## config.mk

```make
export PLATFORM = sky130hd
export DESIGN_NAME = sum_engine_arbiter
export DESIGN_NICKNAME = d
export VERILOG_FILES = /design/src/rtl/sum_engine_arbiter.sv
export SDC_FILE = /design/constraint.sdc
export NUM_CORES = 1
export LEC_CHECK = 0
export BUFFER_PORTS_ARGS = -buffer_cell sky130_fd_sc_hd__buf_2
export CAP_MARGIN = 20
export CORE_AREA = 2 2 202 204
export CTS_CLUSTER_DIAMETER = 120
export CTS_CLUSTER_SIZE = 30
export DETAILED_ROUTE_END_ITERATION = 7
export DIE_AREA = 0 0 204 206
export PLACE_DENSITY = 0.6
export SYNTH_ARGS = -nofsm -noshare
export SYNTH_HDL_FRONTEND = slang
export SYNTH_SLANG_ARGS = --single-unit
```

## constraint.sdc

```tcl
create_clock -name clock_i -period 4.6 [get_ports clock_i]
set_input_delay 0.23 -clock clock_i [delete_from_list [all_inputs] [get_ports clock_i]]
set_output_delay 0.23 -clock clock_i [all_outputs]
set_load 0.01 [all_outputs]
```

## src/rtl/sum_engine_arbiter.sv

```systemverilog
// Round-robin shares one FP sum engine among workers; tags beats with the worker id and routes results back by tag.
// Issue is one registered stage at 1 beat/cycle; returns are combinational, and a stalled owner stalls the engine.
module sum_engine_arbiter #(
  parameter int NUM_WORKERS     = 4,
  parameter int TID_WIDTH       = 8,
  parameter int MAX_OUTSTANDING = 16
) (
  input  logic                      clock_i,
  input  logic                      reset_ni,
  input  logic [NUM_WORKERS*64-1:0] req_tdata_i,
  input  logic [NUM_WORKERS-1:0]    req_tvalid_i,
  output logic [NUM_WORKERS-1:0]    req_tready_o,
  output logic [NUM_WORKERS*32-1:0] rsp_tdata_o,
  output logic [NUM_WORKERS-1:0]    rsp_tvalid_o,
  input  logic [NUM_WORKERS-1:0]    rsp_tready_i,
  output logic [31:0]               sum_a_tdata_o,
  output logic [31:0]               sum_b_tdata_o,
  output logic [TID_WIDTH-1:0]      sum_tuser_o,
  output logic                      sum_tvalid_o,
  input  logic                      sum_tready_i,
  input  logic [31:0]               res_tdata_i,
  input  logic [TID_WIDTH-1:0]      res_tuser_i,
  input  logic                      res_tvalid_i,
  output logic                      res_tready_o,
  output logic                      busy_o,
  output logic                      error_o
);

  localparam int CW = $clog2(MAX_OUTSTANDING) + 1;
  localparam int PW = (NUM_WORKERS > 1) ? $clog2(NUM_WORKERS) : 1;
  localparam logic [CW-1:0] CRED_MAX = CW'(MAX_OUTSTANDING);

  logic                 r_vld;
  logic [31:0]          r_a;
  logic [31:0]          r_b;
  logic [TID_WIDTH-1:0] r_tuser;
  logic [PW-1:0]        r_ptr;
  logic [CW-1:0]        r_cnt [NUM_WORKERS];
  logic                 r_err;

  logic                   w_load_en;
  logic                   w_gnt_vld;
  logic [PW-1:0]          w_gnt_idx;
  logic [63:0]            w_gnt_dat;
  logic [NUM_WORKERS-1:0] w_elig;
  logic [NUM_WORKERS-1:0] w_res_hs;
  logic                   w_res_in_range;
  logic                   w_any_cred;

  assign w_load_en = ~r_vld | sum_tready_i;

  always_comb begin
    w_any_cred = 1'b0;
    for (int k = 0; k < NUM_WORKERS; k++) begin
      w_elig[k]  = req_tvalid_i[k] && (r_cnt[k] < CRED_MAX);
      w_any_cred = w_any_cred | (r_cnt[k] != '0);
    end
  end

  // Scan from the pointer, wrapping once, and take the first eligible worker.
  always_comb begin
    int idx;
    idx       = 0;
    w_gnt_vld = 1'b0;
    w_gnt_idx = '0;
    w_gnt_dat = '0;
    for (int i = 0; i < NUM_WORKERS; i++) begin
      idx = int'(r_ptr) + i;
      if (idx >= NUM_WORKERS) idx = idx - NUM_WORKERS;
      if (!w_gnt_vld && w_elig[idx]) begin
        w_gnt_vld = 1'b1;
        w_gnt_idx = PW'(idx);
        w_gnt_dat = req_tdata_i[idx*64 +: 64];
      end
    end
  end

  always_comb begin
    for (int k = 0; k < NUM_WORKERS; k++)
      req_tready_o[k] = reset_ni && w_load_en && w_gnt_vld && (w_gnt_idx == PW'(k));
  end

  // Tags outside the worker range are swallowed so the engine never wedges on them.
  always_comb begin
    rsp_tvalid_o   = '0;
    res_tready_o   = 1'b1;
    w_res_in_range = 1'b0;
    for (int k = 0; k < NUM_WORKERS; k++) begin
      if (res_tuser_i == TID_WIDTH'(k)) begin
        w_res_in_range  = 1'b1;
        rsp_tvalid_o[k] = res_tvalid_i;
        res_tready_o    = rsp_tready_i[k];
      end
    end
  end

  assign w_res_hs    = rsp_tvalid_o & rsp_tready_i;
  assign rsp_tdata_o = {NUM_WORKERS{res_tdata_i}};

  always_ff @(posedge clock_i) begin
    if (!reset_ni) begin
      r_vld   <= 1'b0;
      r_a     <= '0;
      r_b     <= '0;
      r_tuser <= '0;
      r_ptr   <= '0;
      r_err   <= 1'b0;
      for (int k = 0; k < NUM_WORKERS; k++) r_cnt[k] <= '0;
    end else begin
      if (w_load_en) begin
        if (w_gnt_vld) begin
          r_vld   <= 1'b1;
          r_a     <= w_gnt_dat[63:32];
          r_b     <= w_gnt_dat[31:0];
          r_tuser <= TID_WIDTH'(w_gnt_idx);
          r_ptr   <= (w_gnt_idx == PW'(NUM_WORKERS - 1)) ? '0 : w_gnt_idx + 1'b1;
        end else begin
          r_vld <= 1'b0;
        end
      end
      for (int k = 0; k < NUM_WORKERS; k++) begin
        case ({req_tready_o[k], w_res_hs[k]})
          2'b10:   r_cnt[k] <= r_cnt[k] + 1'b1;
          2'b01:   if (r_cnt[k] != '0) r_cnt[k] <= r_cnt[k] - 1'b1;
          default: ;
        endcase
        if (w_res_hs[k] && (r_cnt[k] == '0)) r_err <= 1'b1;
      end
      if (res_tvalid_i && !w_res_in_range) r_err <= 1'b1;
    end
  end

  assign sum_tvalid_o  = r_vld;
  assign sum_a_tdata_o = r_a;
  assign sum_b_tdata_o = r_b;
  assign sum_tuser_o   = r_tuser;
  assign busy_o        = r_vld | w_any_cred;
  assign error_o       = r_err;

endmodule

```

==> flow_metrics.tcl, run 1 <==
set metrics [dict create \
    cts_htree_levels 3 \
    yosysTopAreaCellShare_pct 22.50 \
    synth_async_sr_flop_share_pct 0 \
    max_cap_violations 0 \
    period_needed_ns 4.131 \
    critPathBufInv 2 \
    clk_transition_reported_paths_ns 0.07 \
    routedWlPerCell_um 20.93 \
    critPathTopFamily "compound AO/OA/AOI/OAI gates" \
    dominant_cell_by_count_in_the_synthesized_netlist "sky130_fd_sc_hd__nand2_1" \
    final_layout_size_suffix_gt1_share_pct 41.63 \
    tritoncts_num_sinks 90 \
    synthDistinctLibCells 59 \
    worst-endpoint-required_ns 4.72 \
    setup_viol_count_final 0 \
    io_pins 520 \
    die_area_um2 42020 \
    post_synth_fa_ha_maj_area_fraction_pct 2.349 \
    report.final.slew_viol_count 0 \
    cp_num_cells 16 \
    timing.critical_path.from_type "register" \
    grt_antenna_before_repair 6 \
    die-height_um 206 \
    critPathCaptureType "register" \
    core_area_um2 40180 \
    grt-ovfl-total 0 \
    timing.setup.tns_ns 0 \
    grt_start_max_net_pins 73 \
    final_gp_congestion 0.8293 \
    avgSynthCellArea_um2 8.872 \
    post_synth_edffs 20 \
    critical_path.cell_chain "nor2b_1 > nand2_1 > mux4_2 > o2111ai_1 > o31ai_1 > buf_4 > ha_1 > a211oi_2 > nand2_1 > inv_1 > ha_1 > a21o_1 > a21oi_1 > xnor2_1 > mux2i_1 > nor2b_1" \
    arrival_ns 4.25 \
    critPathMaxFanout 7 \
    postCtsResizedCells 0 \
    ff_latch_area_um2 2007 \
    synthMuxAreaShare_pct 38.57 \
    postPlaceCellArea_um2 14430 \
    power_uw 9657 \
    whs_path_depth 4 \
    post-synth-top-area-cell "sky130_fd_sc_hd__mux4_2" \
    leakage_power_summed_over_all_cells_uw 0.006188 \
    synth_compound_area_share_pct 20.49 \
    power.density_cell_area_nw_per_um2 651.6 \
    worstSkewPairLatency_ns 0.37 \
    routed_wire_length_mm 45.26 \
    synth_area_leaders "sky130_fd_sc_hd__mux4_2 23%, sky130_fd_sc_hd__mux2_2 11%, sky130_fd_sc_hd__dfxtp_1 11%" \
    worst_slew_pin_slew_ns 1.025 \
    clock_tree.buffer_depth 2 \
    design_area_um2 14820 \
    synth_top_family_by_area "multiplexers" \
    holdCritPathClass "input port to register" \
    criticalPathCategory "register to register" \
    synthCells 1489 \
    synth_simple_gate_area_share_pct 8.420 \
    ctsHoldBuffers 0 \
    synthesis.yosys.warnings 0 \
    critPathMaxStageDelay_ns 0.51 \
    synth_sequential_area_ratio_pct 15.15 \
    post_cts.repair.setup_buffers 0 \
    yosys-top-cells-count "154 x sky130_fd_sc_hd__nand2_1, 143 x sky130_fd_sc_hd__a21oi_1, 141 x sky130_fd_sc_hd__buf_4, 132 x sky130_fd_sc_hd__mux4_2, 132 x sky130_fd_sc_hd__o21ai_0" \
    filler_cell_count 4169 \
    dr.first_iter.drc_count 831 \
    io_buffer_count 353 \
    multi_input_comb_area_um2 9399 \
    status "complete, no violations" \
    vias_in_the_first_global_route 12290 \
    viasPerCell 5.781 \
    synth_ff_type "sky130_fd_sc_hd__dfxtp_1" \
    syn2layout_area_growth_pct 12.20 \
    vias 12500 \
    cells_on_worst_reg2reg_path 16 \
    clk_root_buffer_cell "sky130_fd_sc_hd__clkbuf_16" \
    antenna_left 0 \
    synth_xor_area_share_pct 0.5967 \
    dieWidth_um 204 \
    route.detailed.drc 0 \
    grt.total_usage_pct 21.00 \
    cts_buffers 9 \
    tritoncts "built" \
    syn-cell-area_um2 13210 \
    max-slew-margin-rel_pct 31.68 \
    vdd.ir_drop.worst_v 0.0004678 \
    drt-pass1-iter-count 6 \
    finalCoreUtilization_pct 36.89 \
    initial_core_util_pct 32.87 \
    layout_worst_path_cycle_share_pct 89.79 \
    standard_cell_rows 74 \
    clock_skew_ns 0.01000 \
    rsz_0062_raised_after_global_routing "no" \
    synth.ff_latch_count 90 \
    timing.final.hold_violations 0 \
    nets 1950 \
    detailed_place_hpwl_mm 30.77 \
    max_clock_freq_ghz 0.2421 \
    critical_path.slowest_cell "sky130_fd_sc_hd__mux4_2" \
    grt_pass1_wl_mm 69.58 \
]
## worst reg2reg max path: stages (launching register included)
cell and delay [ns]:
sky130_fd_sc_hd__edfxtp_1 0.47, sky130_fd_sc_hd__nor2b_1 0.41, sky130_fd_sc_hd__nand2_1 0.09, sky130_fd_sc_hd__mux4_2 0.51, sky130_fd_sc_hd__o2111ai_1 0.20, sky130_fd_sc_hd__o31ai_1 0.12
sky130_fd_sc_hd__buf_4 0.16, sky130_fd_sc_hd__ha_1 0.22, sky130_fd_sc_hd__a211oi_2 0.33, sky130_fd_sc_hd__nand2_1 0.16, sky130_fd_sc_hd__inv_1 0.17, sky130_fd_sc_hd__ha_1 0.28
sky130_fd_sc_hd__a21o_1 0.19, sky130_fd_sc_hd__a21oi_1 0.18, sky130_fd_sc_hd__xnor2_1 0.16, sky130_fd_sc_hd__mux2i_1 0.20, sky130_fd_sc_hd__nor2b_1 0.06
## layout make-up
class | instances | share of cell area (%)
tap | 532 | 4.491
antenna | 6 | 0.1013
sequential | 90 | 13.54
clock buffer | 11 | 1.781
multi-input combinational | 1048 | 63.41
timing repair buffer | 383 | 13.91
clock inverter | 5 | 0.5572
inverter | 87 | 2.203
## metal layers
layer	up-vias	wire (um)	global-route usage, %
met4	2	1531	9.213
met3	104	3231	3.611
met1	6184	18640	26.26
met5	-	11	0
met2	516	21840	35.56
li1	5692	-	-
## through the flow
step                      hold WS [ns]  worst slack [ns]  instances
after global routing            0.2725            0.1776       2160
after floorplan                 0.4622            0.5999       1494
after CTS                       0.2257            0.4461       2155
final                           0.2581            0.4695       2162
after global placement          0.4602            0.5638       2138
after detailed placement        0.4602            0.4453       2139
## worst paths after layout
kind	from	to	slack (ns)
worst min-delay path	rsp_tready_i[1]	error_o$_SDFFE_PN0P_	0.26
worst min register to register	sum_tuser_o[0]$_SDFFE_PN0P_	sum_tuser_o[0]$_SDFFE_PN0P_	0.50
worst max register to register	r_cnt[1][4]$_SDFFCE_PN0P_	r_cnt[2][4]$_SDFFCE_PN0P_	0.47
worst max-delay path	r_cnt[1][4]$_SDFFCE_PN0P_	r_cnt[2][4]$_SDFFCE_PN0P_	0.47
## cell families after synthesis
| kind of cell | count (synthesis) |
|---|---|
| AO/OA/AOI/OAI | 439 |
| XOR/XNOR | 9 |
| other | 1 |
| AND/OR/NAND/NOR | 243 |
| adder cells (fa/ha/maj) | 23 |
| flip-flops | 90 |
| multiplexers | 328 |
| buffers and inverters | 356 |
## registers in the layout (all words and copies together) (netlist names)
| signal | count |
|---|---|
| error_o | 1 |
| r_cnt | 20 |
| r_ptr | 2 |
| sum_a_tdata_o | 32 |
| sum_b_tdata_o | 32 |
| sum_tuser_o | 2 |
| sum_tvalid_o | 1 |
## cell usage in the layout (no fill, tap or decap), types with 3 or more instances in the layout
| master | n |
|---|---|
| sky130_fd_sc_hd__fa_1 | 3 |
| sky130_fd_sc_hd__a21oi_1 | 143 |
| sky130_fd_sc_hd__nand3_1 | 9 |
| sky130_fd_sc_hd__buf_4 | 25 |
| sky130_fd_sc_hd__buf_12 | 4 |
| sky130_fd_sc_hd__nor2_1 | 22 |
| sky130_fd_sc_hd__nand2b_1 | 9 |
| sky130_fd_sc_hd__clkbuf_16 | 10 |
| sky130_fd_sc_hd__conb_1 | 6 |
| sky130_fd_sc_hd__buf_2 | 353 |
| sky130_fd_sc_hd__edfxtp_1 | 20 |
| sky130_fd_sc_hd__nor4_1 | 5 |
| sky130_fd_sc_hd__ha_1 | 19 |
| sky130_fd_sc_hd__o31ai_1 | 3 |
| sky130_fd_sc_hd__nor2b_1 | 10 |
| sky130_fd_sc_hd__mux2_2 | 128 |
| sky130_fd_sc_hd__mux4_2 | 132 |
| sky130_fd_sc_hd__a22oi_1 | 65 |
| sky130_fd_sc_hd__and3_1 | 5 |
| sky130_fd_sc_hd__nor3_1 | 3 |
| sky130_fd_sc_hd__xnor2_1 | 3 |
| sky130_fd_sc_hd__a22o_1 | 64 |
| sky130_fd_sc_hd__o21ai_0 | 132 |
| sky130_fd_sc_hd__dfxtp_1 | 68 |
| sky130_fd_sc_hd__diode_2 | 6 |
| sky130_fd_sc_hd__mux2i_1 | 68 |
| sky130_fd_sc_hd__or4_1 | 4 |
| sky130_fd_sc_hd__xor2_1 | 6 |
| sky130_fd_sc_hd__o21ai_1 | 3 |
| sky130_fd_sc_hd__nand2_1 | 153 |
| sky130_fd_sc_hd__o21a_1 | 3 |
| sky130_fd_sc_hd__inv_1 | 87 |
| sky130_fd_sc_hd__a21o_1 | 7 |
## report_power, final
part / internal (uW) / total (uW) / leakage [uW] / switching, uW
sequential: 1120 / 1320 / 0.000792 / 200
clock: 527 / 907 / 0.000167 / 380
combinational: 3390 / 7430 / 0.00523 / 4040
No activity file was read; power rests on OpenSTA's default activity.
==> inputs of run 2 (changes only) <==
--- a/config.mk
+++ b/config.mk
@@ -5,13 +5,14 @@
 export SDC_FILE = /design/constraint.sdc
 export NUM_CORES = 1
 export LEC_CHECK = 0
+export ABC_AREA = 1
 export BUFFER_PORTS_ARGS = -buffer_cell sky130_fd_sc_hd__buf_2
 export CAP_MARGIN = 20
-export CORE_AREA = 2 2 202 204
+export CORE_AREA = 2 2 201 203
 export CTS_CLUSTER_DIAMETER = 120
 export CTS_CLUSTER_SIZE = 30
 export DETAILED_ROUTE_END_ITERATION = 7
-export DIE_AREA = 0 0 204 206
+export DIE_AREA = 0 0 203 205
 export PLACE_DENSITY = 0.6
 export SYNTH_ARGS = -nofsm -noshare
 export SYNTH_HDL_FRONTEND = slang
==> run 2 against run 1 <==
Worst setup slack better by 0.096 ns; sequential share of layout area up 0.58 points; register-to-register slack better by 0.096 ns; combinational power grew 13%; global-route usage rose by 2.9 points; total power increased by 9.5%; worst hold slack got worse by 0.030 ns; fmax increased by 2.4%; critical path type unchanged; largest cell class unchanged.
==> flow_metrics.tcl, run 2 <==
set metrics [dict create \
    grt_start_max_net_pins 115 \
    worst_hold_slack_ns 0.2276 \
    ctsHoldBuffers 0 \
    critPathMaxFanout 54 \
    final_gp_congestion 0.8911 \
    synth_async_sr_flop_share_pct 0 \
    vias_in_the_first_global_route 14590 \
    syn2layout_area_growth_pct 9.358 \
    timing.setup.tns_ns 0 \
    synth_area_leaders "sky130_fd_sc_hd__o21ai_0 17%, sky130_fd_sc_hd__nand2_1 16%, sky130_fd_sc_hd__dfxtp_1 11%" \
    viasPerCell 5.279 \
    period_needed_ns 4.035 \
    leakage_power_summed_over_all_cells_uw 0.006987 \
    setup_viol_count_final 0 \
    clk_root_buffer_cell "sky130_fd_sc_hd__clkbuf_16" \
    die_area_um2 41620 \
    status "complete, no violations" \
    criticalPathCategory "register to register" \
    worst_slew_pin_slew_ns 0.9661 \
    route.detailed.drc 0 \
    clk_transition_reported_paths_ns 0.08 \
    synthCells 2391 \
    grt_antenna_before_repair 8 \
    grt.total_usage_pct 23.89 \
    report.final.slew_viol_count 0 \
    initial_core_util_pct 33.05 \
    routed_wire_length_mm 51.65 \
    critPathTopFamily "simple AND/OR/NAND/NOR gates" \
    io_pins 520 \
    nets 2806 \
    drt-pass1-iter-count 6 \
    clock_skew_ns 0.01678 \
    synthDistinctLibCells 33 \
    post-synth-top-area-cell "sky130_fd_sc_hd__o21ai_0" \
    holdCritPathClass "input port to register" \
    detailed_place_hpwl_mm 35.94 \
    dr.first_iter.drc_count 1275 \
    standard_cell_rows 73 \
    worst-endpoint-required_ns 4.73 \
    cts_htree_levels 3 \
    most-common-layout-cells "563 x sky130_fd_sc_hd__nand2_1, 433 x sky130_fd_sc_hd__o21ai_0, 352 x sky130_fd_sc_hd__buf_2" \
    preCtsSetupSlack_ns 0.5858 \
    timing.critical_path.from_type "register" \
    max_cap_violations 0 \
    timing.final.hold_violations 0 \
    post_cts.repair.setup_buffers 0 \
    synth_ff_type "sky130_fd_sc_hd__dfxtp_1" \
    max_clock_freq_ghz 0.2479 \
    critical_path.cell_chain "inv_4 > nand3_1 > nand3_1 > nand2_4 > nand4_2 > nand3_1 > nand2_1 > inv_1 > ha_1 > nand3_1 > nand2_1 > inv_1 > ha_1 > nand2_1 > o21ai_0 > xor2_1 > inv_1 > nand3_1 > nand2_1" \
    synth_sequential_area_ratio_pct 15.39 \
    grt_pass1_wl_mm 78.52 \
    grt-ovfl-total 0 \
    final_common_cell "sky130_fd_sc_hd__nand2_1" \
    critical_path.slowest_cell "sky130_fd_sc_hd__dfxtp_4" \
    postCtsResizedCells 0 \
    dominant_cell_by_count_in_the_synthesized_netlist "sky130_fd_sc_hd__nand2_1" \
    avgSynthCellArea_um2 5.441 \
    clock_tree.buffer_depth 2 \
    rsz_0062_raised_after_global_routing "no" \
    post_synth_edffs 20 \
    critPathBufInv 4 \
    synth.ff_latch_count 90 \
    max-slew-margin-rel_pct 35.59 \
    layout_setup_ws_ns 0.5653 \
    critPathMaxStageDelay_ns 0.67 \
    cts_buffers 9 \
    syn-cell-area_um2 13010 \
    dieWidth_um 203 \
    power.density_cell_area_nw_per_um2 743.6 \
    arrival_ns 4.17 \
    vdd.ir_drop.worst_v 0.0004592 \
    layout_worst_path_cycle_share_pct 87.71 \
    tritoncts_num_sinks 90 \
    final_layout_size_suffix_gt1_share_pct 16.94 \
    yosys-top-cells-count "564 x sky130_fd_sc_hd__nand2_1, 433 x sky130_fd_sc_hd__o21ai_0, 279 x sky130_fd_sc_hd__nor2_1, 199 x sky130_fd_sc_hd__nand3_1, 198 x sky130_fd_sc_hd__inv_1" \
    core_area_um2 39370 \
    vias 15910 \
    routedWlPerCell_um 17.14 \
    tritoncts "built" \
    io_buffer_count 353 \
    critPathCaptureType "register" \
    worstSkewPairLatency_ns 0.37 \
    die-height_um 205 \
    synthesis.yosys.warnings 0 \
    path_common_cell "sky130_fd_sc_hd__nand3_1" \
    antenna_left 0 \
    yosysTopAreaCellShare_pct 16.66 \
]
-- run 2: power by group --
part / switching, uW / total (uW) / internal [uW]
clock: 402 / 827 / 425
sequential: 230 / 1380 / 1150
combinational: 5760 / 8370 / 2610
total: 6390 / 10600 / 4190
-- run 2: worst reg2reg max path: stages, from the launching register on --
cell,delay (ns)
sky130_fd_sc_hd__dfxtp_4,0.67
sky130_fd_sc_hd__inv_4,0.13
sky130_fd_sc_hd__nand3_1,0.14
sky130_fd_sc_hd__nand3_1,0.13
sky130_fd_sc_hd__nand2_4,0.32
sky130_fd_sc_hd__nand4_2,0.36
sky130_fd_sc_hd__nand3_1,0.19
sky130_fd_sc_hd__nand2_1,0.14
sky130_fd_sc_hd__inv_1,0.12
sky130_fd_sc_hd__ha_1,0.17
sky130_fd_sc_hd__nand3_1,0.12
sky130_fd_sc_hd__nand2_1,0.18
sky130_fd_sc_hd__inv_1,0.12
sky130_fd_sc_hd__ha_1,0.36
sky130_fd_sc_hd__nand2_1,0.07
sky130_fd_sc_hd__o21ai_0,0.21
sky130_fd_sc_hd__xor2_1,0.21
sky130_fd_sc_hd__inv_1,0.06
sky130_fd_sc_hd__nand3_1,0.07
sky130_fd_sc_hd__nand2_1,0.05
-- run 2: worst paths after layout --
check / start / end / slack [ns] / cells after the start
worst max-delay path: r_ptr[0]$_SDFFE_PN0P_ / r_cnt[2][4]$_SDFFCE_PN0P_ / 0.57 / 19
worst min-delay path: sum_tready_i / sum_tvalid_o$_SDFFE_PN0N_ / 0.23 / 4
worst max register to register: r_ptr[0]$_SDFFE_PN0P_ / r_cnt[2][4]$_SDFFCE_PN0P_ / 0.57 / 19
worst min register to register: sum_tuser_o[0]$_SDFFE_PN0P_ / sum_tuser_o[0]$_SDFFE_PN0P_ / 0.50 / 2
-- run 2: cell type report --
type / count / area, um2
Antenna cell: 8 / 20.02
Inverter: 206 / 779.5
Clock inverter: 6 / 66.31
Timing Repair Buffer: 383 / 2027
Tap cell: 525 / 656.9
Fill cell: 4445 / 25140
Multi-Input combinational cell: 1785 / 8438
Clock buffer: 10 / 229.0
Sequential cell: 90 / 2009
-- run 2: kinds of logic after synthesis --
logic type	share of synthesized area [%]
DFF	15.39
adders and majority gates	2.385
other	0.02883
AOI/OAI and AO/OA	27.97
buffers and inverters	20.12
and+or+nand+nor	33.16
xor gates and xnor gates	0.9426
-- run 2: metal layers --
metal / wire length, um / track usage (%) / up-vias
li1: - / - / 7886
met2: 24020 / 40.12 / 739
met4: 2002 / 11.84 / 0
met5: 0 / 0 / -
met1: 21450 / 29.72 / 7144
met3: 4168 / 3.770 / 138
-- run 2: stage by stage --
stage | util (%) | total power, uW | instances | area [um2]
6_report | 36.14 | 10580 | 3013 | 14230
5_1_grt | 36.13 | 11740 | 3012 | 14220
4_1_cts | 35.97 | 10540 | 3003 | 14160
3_5_place_dp | 35.22 | 9681 | 2987 | 13860
3_3_place_gp | 35.22 | 9515 | 2987 | 13860
2_1_floorplan | - | 7651 | 2396 | 13030
==> inputs of run 3 (changes only) <==
--- a/config.mk
+++ b/config.mk
@@ -7,13 +7,14 @@
 export LEC_CHECK = 0
 export ABC_AREA = 1
 export BUFFER_PORTS_ARGS = -buffer_cell sky130_fd_sc_hd__buf_2
-export CAP_MARGIN = 20
 export CORE_AREA = 2 2 201 203
 export CTS_CLUSTER_DIAMETER = 120
 export CTS_CLUSTER_SIZE = 30
 export DETAILED_ROUTE_END_ITERATION = 7
 export DIE_AREA = 0 0 203 205
 export PLACE_DENSITY = 0.6
+export REMOVE_ABC_BUFFERS = 1
+export SKIP_LAST_GASP = 1
 export SYNTH_ARGS = -nofsm -noshare
 export SYNTH_HDL_FRONTEND = slang
 export SYNTH_SLANG_ARGS = --single-unit
==> run 3 against run 2 <==
Clock power decreased by 3.6%; global-route usage increased by 1.5 points; final cell count decreased by 0.33%; first-iteration DRC count increased by 13%; sequential cell count unchanged; via count increased by 2.4%; critical endpoint unchanged; largest power group unchanged; clock-buffer cell count decreased by 1; die area unchanged; combinational power decreased by 0.6%; clock skew decreased by 0.0052 ns; worst hold slack got worse by 0.0079 ns; routed wire length increased by 5.6%.
==> flow_metrics.tcl, run 3 (synthesis gave the netlist of run 2 again) <==
set metrics [dict create \
    grt_pass1_wl_mm 83.23 \
    most-common-layout-cells "563 x sky130_fd_sc_hd__nand2_1, 433 x sky130_fd_sc_hd__o21ai_0, 352 x sky130_fd_sc_hd__buf_2" \
    grt-ovfl-total 0 \
    final_common_cell "sky130_fd_sc_hd__nand2_1" \
    die_area_um2 41620 \
    critical_path.cell_chain "inv_4 > ha_4 > inv_4 > nand3_1 > nand2_2 > nand4_2 > nand3_1 > nand2_1 > inv_1 > ha_1 > nand3_1 > nand2_1 > inv_1 > ha_1 > nand2_1 > o21ai_0 > xor2_1 > inv_1 > nand3_1 > nand2_1" \
    worstSkewPairLatency_ns 0.38 \
    io_pins 520 \
    standard_cell_rows 73 \
    initial_core_util_pct 33.05 \
    power.density_cell_area_nw_per_um2 740.8 \
    nets 2802 \
    cts_buffers 9 \
    vdd.ir_drop.worst_v 0.0008691 \
    dieWidth_um 203 \
    grt_start_max_net_pins 224 \
    worst_slew_pin_slew_ns 1.031 \
    leakage_power_summed_over_all_cells_uw 0.006965 \
    dr.first_iter.drc_count 1435 \
    final_cell_count_no_fill 3003 \
    critPathMaxStageDelay_ns 0.51 \
    max_clock_freq_ghz 0.2435 \
    final_layout_size_suffix_gt1_share_pct 16.88 \
    clk_root_buffer_cell "sky130_fd_sc_hd__clkbuf_16" \
    rsz_0062_raised_after_global_routing "no" \
    setup_viol_count_final 0 \
    postPlaceCellArea_um2 13870 \
    detailed_place_hpwl_mm 38.94 \
    grt_antenna_before_repair 4 \
    place_inst 2985 \
    viasPerCell 5.422 \
    criticalPathCategory "register to register" \
    worst_hold_slack_ns 0.2198 \
    antenna_left 0 \
    timing.final.hold_violations 0 \
    vias 16280 \
    routed_wire_length_mm 54.53 \
    grt.total_usage_pct 25.37 \
    period_needed_ns 4.107 \
    status "complete, no violations" \
    hp-start "sum_tready_i" \
    cts_htree_levels 3 \
    report.final.slew_viol_count 0 \
    final_gp_congestion 0.9074 \
    io_buffer_count 353 \
    filler_cell_count 4365 \
    route.detailed.drc 0 \
    max_cap_violations 0 \
    tritoncts_num_sinks 90 \
    max-slew-margin-rel_pct 31.25 \
    layout_worst_path_cycle_share_pct 89.27 \
    worst-endpoint-required_ns 4.74 \
    die-height_um 205 \
    arrival_ns 4.24 \
    post_cts.repair.setup_buffers 0 \
    critical_path.slowest_cell "sky130_fd_sc_hd__dfxtp_4" \
    clk_transition_reported_paths_ns 0.08 \
    syn2layout_area_growth_pct 8.868 \
    clock_tree.buffer_depth 2 \
    core_area_um2 39370 \
    postCtsResizedCells 0 \
    ff_latch_area_um2 2009 \
    vias_in_the_first_global_route 14820 \
    tritoncts "built" \
    ctsHoldBuffers 0 \
    multi_input_comb_area_um2 8443 \
    holdCritPathClass "input port to register" \
    critPathMaxFanout 24 \
    regToRegStartpoint "r_ptr[0]$_SDFFE_PN0P_" \
    drt-pass1-iter-count 5 \
    timing.critical_path.from_type "register" \
    routedWlPerCell_um 18.16 \
    design_area_um2 14160 \
    clock_skew_ns 0.01158 \
    critPathCaptureType "register" \
    cp-startpoint "r_ptr[0]$_SDFFE_PN0P_" \
]
==> run 3: cell types whose count changed in the layout (fill, tap and decap cells not counted) <==
cell                        change
sky130_fd_sc_hd__clkbuf_1       -1
sky130_fd_sc_hd__clkinv_1       -1
sky130_fd_sc_hd__clkinv_4       -1
sky130_fd_sc_hd__diode_2        -6
sky130_fd_sc_hd__nand2_2        -1
sky130_fd_sc_hd__bufinv_16      -1
sky130_fd_sc_hd__buf_4          -3
sky130_fd_sc_hd__inv_8          +3
sky130_fd_sc_hd__nand2_4        +1
sky130_fd_sc_hd__inv_6          +1
sky130_fd_sc_hd__buf_16         -1
==> run 3: power by group <==
| part | internal (uW) | switching [uW] |
|---|---|---|
| Clock | 384 | 414 |
| Combinational | 2580 | 5740 |
| Sequential | 1150 | 221 |
==> run 3: per-stage QoR <==
step	power, uW	utilization, %	setup TNS [ns]	setup slack, ns
after detailed placement	9629	35.22	0	0.5442
after global placement	9457	35.22	0	0.7079
final	10490	35.98	0	0.4934
after global routing	11670	35.98	0	0.04147
after CTS	10460	35.96	0	0.5325
after floorplan	7180	-	-1211.38	-11.97
==> run 3: path summary, 6_finish.rpt <==
kind                                                    end  slack, ns  cells after the start
worst max register to register    r_cnt[2][4]$_SDFFCE_PN0P_       0.49                     20
worst max-delay path              r_cnt[2][4]$_SDFFCE_PN0P_       0.49                     20
worst min-delay path              sum_tvalid_o$_SDFFE_PN0N_       0.22                      4
worst min register to register  sum_tuser_o[0]$_SDFFE_PN0P_       0.50                      2
==> run 3: area by class of cell <==
cell class	instances	area share [%]
multi-input combinational	1785	59.62
sequential	90	14.19
timing repair buffer	379	13.96
inverter	206	5.504
tap	525	4.638
clock buffer	9	1.590
clock inverter	7	0.4682
antenna	2	0.03534
==> run 3: critical path: cells and delay by family (launching register included) <==
family	cells	cell delay, ns
AOI/OAI and AO/OA	1	0.20
adders and majority gates	3	0.84
buffers and inverters	5	0.53
xor gates and xnor gates	1	0.20
and+or+nand+nor	10	1.61
DFF	1	0.51
==> run 3: routing by layer <==
metal | routed length, um | vias up | global-route usage [%]
li1 | - | 7866 | -
met1 | 23190 | 7417 | 32.66
met2 | 23250 | 878 | 38.97
met3 | 6738 | 106 | 9.911
met4 | 1031 | 14 | 6.335
met5 | 319 | - | 5.952
